**config.mk**
```make
export PLATFORM = sky130hd
export DESIGN_NAME = fetch_ctrl
export DESIGN_NICKNAME = d
export VERILOG_FILES = /design/src/rtl/fetch_ctrl.sv
export SDC_FILE = /design/constraint.sdc
export NUM_CORES = 1
export LEC_CHECK = 0
export BUFFER_PORTS_ARGS = -buffer_cell sky130_fd_sc_hd__clkbuf_2
export CAP_MARGIN = 40
export CORE_UTILIZATION = 39
export CTS_CLUSTER_DIAMETER = 50
export CTS_CLUSTER_SIZE = 28
export DETAILED_ROUTE_END_ITERATION = 8
export PLACE_DENSITY = 0.59
export SLEW_MARGIN = 30
export SYNTH_ARGS = -nofsm -noshare
export SYNTH_HDL_FRONTEND = slang
export SYNTH_SLANG_ARGS = --single-unit
```
**constraint.sdc**
```tcl
create_clock -name clk -period 3.23 [get_ports clk]
set_input_delay 0.1615 -clock clk [delete_from_list [all_inputs] [get_ports clk]]
set_output_delay 0.1615 -clock clk [all_outputs]
set_load 0.005 [all_outputs]
```
**src/rtl/fetch_ctrl.sv**
```systemverilog
// Instruction fetch controller: PC register, 2-entry fetch buffer, IDLE/RUN/HALT control.
// Optional delivered-instruction counter enabled by defining FETCH_PERF_CNT_EN.
module fetch_ctrl (
    input  logic        clk,
    input  logic        reset,
    input  logic        en,
    output logic [5:0]  pc_addr,
    input  logic [31:0] imem_data,
    output logic        ins_valid,
    output logic [31:0] ins_data,
    output logic [5:0]  ins_pc,
    input  logic        ins_ready,
    input  logic        redirect,
    input  logic [5:0]  redirect_pc,
    output logic        halted,
    output logic [15:0] perf_cnt
);

    typedef enum logic [1:0] {
        StIdle,
        StRun,
        StHalt
    } state_e;

    state_e      state_q, state_d;
    logic [5:0]  pc_q, pc_d;
    logic [1:0]  count_q, count_d;
    logic [31:0] head_word_q, head_word_d;
    logic [5:0]  head_pc_q, head_pc_d;
    logic [31:0] tail_word_q, tail_word_d;
    logic [5:0]  tail_pc_q, tail_pc_d;

    logic do_pop;
    logic fetch_slot;
    logic is_marker;
    logic do_fetch;

    assign ins_valid = (count_q != 2'd0);
    assign pc_addr   = pc_q;
    assign halted    = (state_q == StHalt);

    // Empty buffer reads as zero so stale words never leak after reset or redirect.
    assign ins_data = ins_valid ? head_word_q : 32'd0;
    assign ins_pc   = ins_valid ? head_pc_q   : 6'd0;

    // Redirect overrides both the handshake and the fetch slot.
    assign do_pop     = ins_valid && ins_ready && !redirect;
    assign fetch_slot = (state_q == StRun) && en && !redirect &&
                        ((count_q != 2'd2) || do_pop);
    assign is_marker  = (imem_data == 32'd0);
    assign do_fetch   = fetch_slot && !is_marker;

    always_comb begin
        state_d     = state_q;
        pc_d        = pc_q;
        count_d     = count_q;
        head_word_d = head_word_q;
        head_pc_d   = head_pc_q;
        tail_word_d = tail_word_q;
        tail_pc_d   = tail_pc_q;

        if (redirect) begin
            count_d = 2'd0;
            pc_d    = redirect_pc;
            state_d = en ? StRun : StIdle;
        end else begin
            case (state_q)
                StIdle: begin
                    if (en) begin
                        state_d = StRun;
                    end
                end
                StRun: begin
                    if (fetch_slot && is_marker) begin
                        state_d = StHalt;
                    end else if (!en) begin
                        state_d = StIdle;
                    end
                end
                StHalt: begin
                    state_d = StHalt;
                end
                default: begin
                    state_d = StIdle;
                end
            endcase

            if (do_fetch) begin
                pc_d = pc_q + 6'd1;
            end

            case ({do_fetch, do_pop})
                2'b10: begin
                    if (count_q == 2'd0) begin
                        head_word_d = imem_data;
                        head_pc_d   = pc_q;
                    end else begin
                        tail_word_d = imem_data;
                        tail_pc_d   = pc_q;
                    end
                    count_d = count_q + 2'd1;
                end
                2'b01: begin
                    head_word_d = tail_word_q;
                    head_pc_d   = tail_pc_q;
                    count_d     = count_q - 2'd1;
                end
                2'b11: begin
                    // Count unchanged; new word goes behind whatever remains.
                    if (count_q == 2'd1) begin
                        head_word_d = imem_data;
                        head_pc_d   = pc_q;
                    end else begin
                        head_word_d = tail_word_q;
                        head_pc_d   = tail_pc_q;
                        tail_word_d = imem_data;
                        tail_pc_d   = pc_q;
                    end
                end
                default: begin
                    count_d = count_q;
                end
            endcase
        end
    end

    always_ff @(posedge clk or posedge reset) begin
        if (reset) begin
            state_q     <= StIdle;
            pc_q        <= 6'd0;
            count_q     <= 2'd0;
            head_word_q <= 32'd0;
            head_pc_q   <= 6'd0;
            tail_word_q <= 32'd0;
            tail_pc_q   <= 6'd0;
        end else begin
            state_q     <= state_d;
            pc_q        <= pc_d;
            count_q     <= count_d;
            head_word_q <= head_word_d;
            head_pc_q   <= head_pc_d;
            tail_word_q <= tail_word_d;
            tail_pc_q   <= tail_pc_d;
        end
    end

`ifdef FETCH_PERF_CNT_EN
    logic [15:0] perf_q, perf_d;

    always_comb begin
        perf_d = perf_q;
        if (do_pop && (perf_q != 16'hFFFF)) begin
            perf_d = perf_q + 16'd1;
        end
    end

    always_ff @(posedge clk or posedge reset) begin
        if (reset) begin
            perf_q <= 16'd0;
        end else begin
            perf_q <= perf_d;
        end
    end

    assign perf_cnt = perf_q;
`else
    assign perf_cnt = 16'd0;
`endif

endmodule

```
Word level (Yosys, flattened, before mapping)
Cells that the tools add are included.
{"block": "op_classes", "add_sub_neg": 3, "eq_ne": 12, "n_mux": 24, "bitwise_logic": 1, "reduce_logical": 21}
{"cell": "32-bit 2-to-1 mux", "count": 5}
{"cell": "32-bit one-hot mux with 3 select lines", "count": 1}
{"cell": "32-bit one-hot mux with 2 select lines", "count": 1}
{"cell": "6-bit 2-to-1 mux", "count": 7}
{"cell": "32-bit zero test", "count": 1}
{"cell": "6-bit one-hot mux with 3 select lines", "count": 1}
{"cell": "6-bit one-hot mux with 2 select lines", "count": 1}
{"cell": "2-bit 2-to-1 mux", "count": 5}
{"cell": "2-bit inequality test, second input constant", "count": 4}
{"cell": "1-bit logical AND", "count": 7}
{"cell": "6-bit by 1-bit adder with 6-bit output, second input constant", "count": 1}
{"cell": "2-bit by 1-bit == test with 1-bit output, second input constant", "count": 3}
{"cell": "2-bit == test, second input constant", "count": 3}
{"cell": "2-bit one-hot mux with 3 select lines", "count": 1}
{"cell": "2-bit nonzero test", "count": 3}
{"cell": "3-bit nonzero test", "count": 2}
{"cell": "2-bit zero test", "count": 2}
{"cell": "4-bit by 3-bit inequality test with 1-bit output, second input constant", "count": 1}
{"cell": "2-bit one-hot mux with 2 select lines", "count": 1}
{"cell": "4-bit AND reduction", "count": 1}
{"cell": "3-bit inequality test, second input constant", "count": 1}
{"cell": "3-bit AND reduction", "count": 1}
{"cell": "2-bit by 1-bit adder with 2-bit output, second input constant", "count": 1}
{"cell": "1-bit zero test", "count": 2}
{"cell": "other kinds (5)", "count": 5}
{"block": "totals", "ff_bits": 86, "input_bits": 43, "output_inout_bits": 62, "word_cells": 68}

Longest topological paths before layout
{"block": "logic_depth", "ltp_word": 9, "mapped_depth": 11, "depth_no_buf": 8}

Worst setup path before layout
Ideal clock, no wire load.
{"block": "synth_timing", "path_type": "reg-to-reg", "startpoint": "register count_q[0]", "endpoint": "register tail_word_q[11]", "setup_ps": 128, "t_arrival_ps": 2194, "t_required_ps": 3102, "slack_ps": 908, "stages_incl_launch_ff": 12, "path_buffers": 3, "period_less_slack_ps": 2322, "cell_sequence": "dfrtp_1 -> inv_1 -> ha_1 -> or3b_1 -> clkbuf_1 -> nand2_1 -> nand2_2 -> nor2_4 -> nand2_1 -> buf_2 -> buf_4 -> mux2_1"}
{"block": "synth_via", "elab_chain_len": 9, "word_cells_on_any_way": 16, "cone_classes": "eq/ne (6); mux (1); reduce/logical (9)"}
{"item": "from (decl)", "line_no": "27", "source": "logic [1:0] count_q, count_d;"}
{"item": "from (signal assigned)", "line_no": "139", "source": "count_q <= count_d;"}
{"item": "2-bit nonzero test", "line_no": "38", "source": "assign ins_valid = (count_q != 2'd0);"}
{"item": "1-bit logical AND (2 in a row)", "line_no": "47", "source": "assign do_pop = ins_valid && ins_ready && !redirect;"}
{"item": "1-bit logical OR", "line_no": "49", "source": "((count_q != 2'd2) || do_pop);"}
{"item": "1-bit logical AND", "line_no": "48", "source": "assign fetch_slot = (state_q == StRun) && en && !redirect &&"}
{"item": "1-bit logical AND", "line_no": "51", "source": "assign do_fetch = fetch_slot && !is_marker;"}
{"item": "2-bit == test", "line_no": "92", "source": "case ({do_fetch, do_pop})"}
{"item": "2-bit inequality test (no source line) / 2-bit nonzero test (equally long branches)"}
{"item": "4-bit AND reduction (no source line)"}
{"item": "to (signal assigned)", "line_no": "142", "source": "tail_word_q <= tail_word_d;"}
{"item": "to (decl)", "line_no": "30", "source": "logic [31:0] tail_word_q, tail_word_d;"}
Parallel ways exist; a longest one is shown, timed or not.
A chain may end at the register's enable or synchronous reset.

Worst setup path in the final report
{"block": "layout_timing", "startpoint": "register count_q[0]", "endpoint": "register tail_word_q[12]"}
The elaborated chain is that of the path after synthesis.

==> impl_metrics.yaml <==
run_status:
  status: "finished, final reports clean"
power_and_ir_drop:
  vdd_drop_max_uv: 336
  leakage_nw: 2.65
  powerDensity_nw_per_um2: 774
sta:
  fin_tns_setup_ns: 0
  fin_crit_ns: 2.78
  post-route-period-util_pct: 86.2
  tightest_slew_ns: 0.694
  fin_ws_ns: 0.445
  hold_viol_final: 0
  drv_slew: 0
  rsz0062_at_grt: "no"
  fmax_mhz: 359
  relSlewSlack_pct: 53.7
  finalSetupViolCount: 0
  fin_skew_ns: 0.00830
layout:
  layout_commonest_cell: "clkbuf_2"
  seq_area_um2: 2150
  diodes: 0
  multiInputGateArea_um2: 2740
  nFillCells: 1228
  final_layout_size_suffix_gt1_share_pct: 34.3
  area_growth_pct: 18.1
  final_cell_mix: "clkbuf_2 (88), dfrtp_1 (86), o211ai_1 (75), mux2_2 (65), nand2_1 (51)"
  nets: 602
synthesis:
  synth-edff-count: 0
  synth_area_per_cell_um2: 10.6
  synth.cell_area_um2: 5130
  ys_seq_area_share_pct: 42.0
  yosysWarnings: 0
  syn_inst: 483
  synthFlopType: "dfrtp_1"
  synth_cell_types: 38
  asyncSetResetFlopFracSynth_pct: 100
  synth-seq-cells: 86
global_route:
  grt_pass1_vias: 3992
  grt-ovfl-total: 0
  grt_use_total_pct: 20.1
  grt_max_degree: 44
  antenna_found_initial: 1
  grt_pass1_wl_um: 20700
clocking:
  ctsRootBufferMaster: "clkbuf_16"
  htreeDepth: 3
  cts_num_sinks: 86
  clockBufferDepth: 2
  clock_latency_ns: 0.35
  cts.clk_slew.worst_paths_ns: 0.06
  cts_buffers: 9
  cts_tree: "done"
worst_setup_path:
  crit_path_end_kind: "flip-flop"
  regToRegStartpoint: "count_q[0]"
  critPathLaunchType: "flip-flop"
  path_cells: "inv_1 -> ha_2 -> or3b_1 -> nand2_1 -> nand2_2 -> nor2_4 -> nand2_2 -> buf_12 -> mux2_1"
  worstSetupPathType: "reg2reg"
  cp_slowest_cell: "or3b_1"
  critical-path-top-delay-family: "simple AND/OR/NAND/NOR gates"
  crit_top_cell: "nand2_2"
  slowest_delay_ns: 0.43
  path_max_fanout: 23
  startpoint: "count_q[0]"
  cp.arrival_ns: 3.01
  crit_required_ns: 3.45
  timing.critical_path.buf_inv: 2
floorplanning:
  die_area_um2: 13600
  initial_core_util_pct: 40.3
  fp.dieH_um: 117
  core-area_um2: 12700
  die_width_um: 117
  rows: 41
  io_pins: 105
place:
  place.gp.congestion: 0.805
  pre_cts_ws_ns: 0.466
  port_buffers: 88
  hpwlAfterDp_um: 8410
run:
  cap_violations: 0
min_path:
  hold_path_class: "in2reg"
  worstHoldStart: "redirect_pc[0]"
routing:
  ant_nets: 0
  num_vias: 4004
  route.detailed.drc: 0
  vias_per_cell: 5.47
  first_iter_violations: 167
  finalWirelength_um: 12800
  wl_per_cell_um: 17.5
  firstDrtPassIters: 4
-- routing by layer --
layer / GRT usage, % / wire length [um] / vias up
li1: - / - / 1863
met1: 26.7 / 5970 / 2016
met2: 32.6 / 6080 / 110
met3: 4.15 / 570 / 15
met4: 6.67 / 206 / 0
met5: 0 / 0 / -
-- path summary, 6_finish.rpt --
path	end	slack (ns)	depth (start not counted)
max	tail_word_q[12]	0.45	9
min	pc_addr[0]	0.04	3
max reg2reg	tail_word_q[12]	0.45	9
min reg2reg	head_word_q[11]	0.48	1
max in group asynchronous	tail_word_q[6]	2.10	5
min in group asynchronous	head_word_q[24]	0.30	3
-- Yosys cell counts, types with 4 or more instances --
cell	count	area [um^2]
mux2i_1	38	380
clkbuf_1	27	101
nor4_1	8	50.1
ha_1	4	50.1
nor2b_1	39	244
o211ai_1	75	563
mux2_2	65	732
buf_4	19	143
nand2_1	52	195
nor2_1	4	15.0
buf_2	8	40.0
o21ai_0	5	25.0
inv_1	4	15.0
mux2_1	14	158
dfrtp_1	86	2150
-- through the flow --
stage                     std cells  instance area (um^2)  hold WS (ns)  total power, mW  utilization [%]
final                           732                  6060        0.0400             4.69             47.6
after global routing            732                  6060        0.0520             5.01             47.6
after CTS                       731                  6040        0.0400             4.73             47.5
after detailed placement        714                  5680         0.300             3.53             44.7
after global placement          713                  5660         0.285             3.45             44.5
after floorplan                 498                  5180         0.282             2.98                -
-- cell type report --
class,instances,area share (%)
well taps,172,3.55
inverters,4,0.268
clock inverters,4,1.28
repair buffers,102,9.79
multi-input cells,352,45.2
flip-flops and latches,86,35.5
clock buffers,12,4.40
-- state kept, by name (all words and copies together), names as in the netlist --
| name | count |
|---|---|
| head_word_q | 32 |
| tail_word_q | 32 |
| head_pc_q | 6 |
| pc_addr | 6 |
| tail_pc_q | 6 |
| count_q | 2 |
| state_q | 2 |
-- where the power goes --
part / switching (mW) / internal [mW]
Combinational: 0.811 / 0.895
Sequential: 0.283 / 1.52
Clock: 0.434 / 0.744
-- worst register-to-register path, cell delays in order, from the launching register on --
cell	delay, ns
dfrtp_1	0.37
inv_1	0.09
ha_2	0.34
or3b_1	0.43
nand2_1	0.11
nand2_2	0.09
nor2_4	0.26
nand2_2	0.36
buf_12	0.30
mux2_1	0.33
-- what timing repair did --
action                    4_1_cts  5_1_grt
resized for setup               0        0
hold endpoints to repair       39        0
setup buffers                   0        0
hold buffers                    1        0
-- cell families (layout without fill, tap and decap cells) --
group / count (synthesis) / after routing / share of synthesized area, %
AO/OA/AOI/OAI: 86 / 86 / 12.1
XOR/XNOR: 6 / 6 / 1.02
adder cells (fa/ha/maj): 4 / 4 / 0.976
buffers and inverters: 60 / 122 / 6.27
flip-flops: 86 / 86 / 42.0
multiplexers: 117 / 117 / 24.8
other: 1 / 16 / 0.0731
AND/OR/NAND/NOR: 123 / 123 / 12.8
Power figures use the tool's default switching activity.
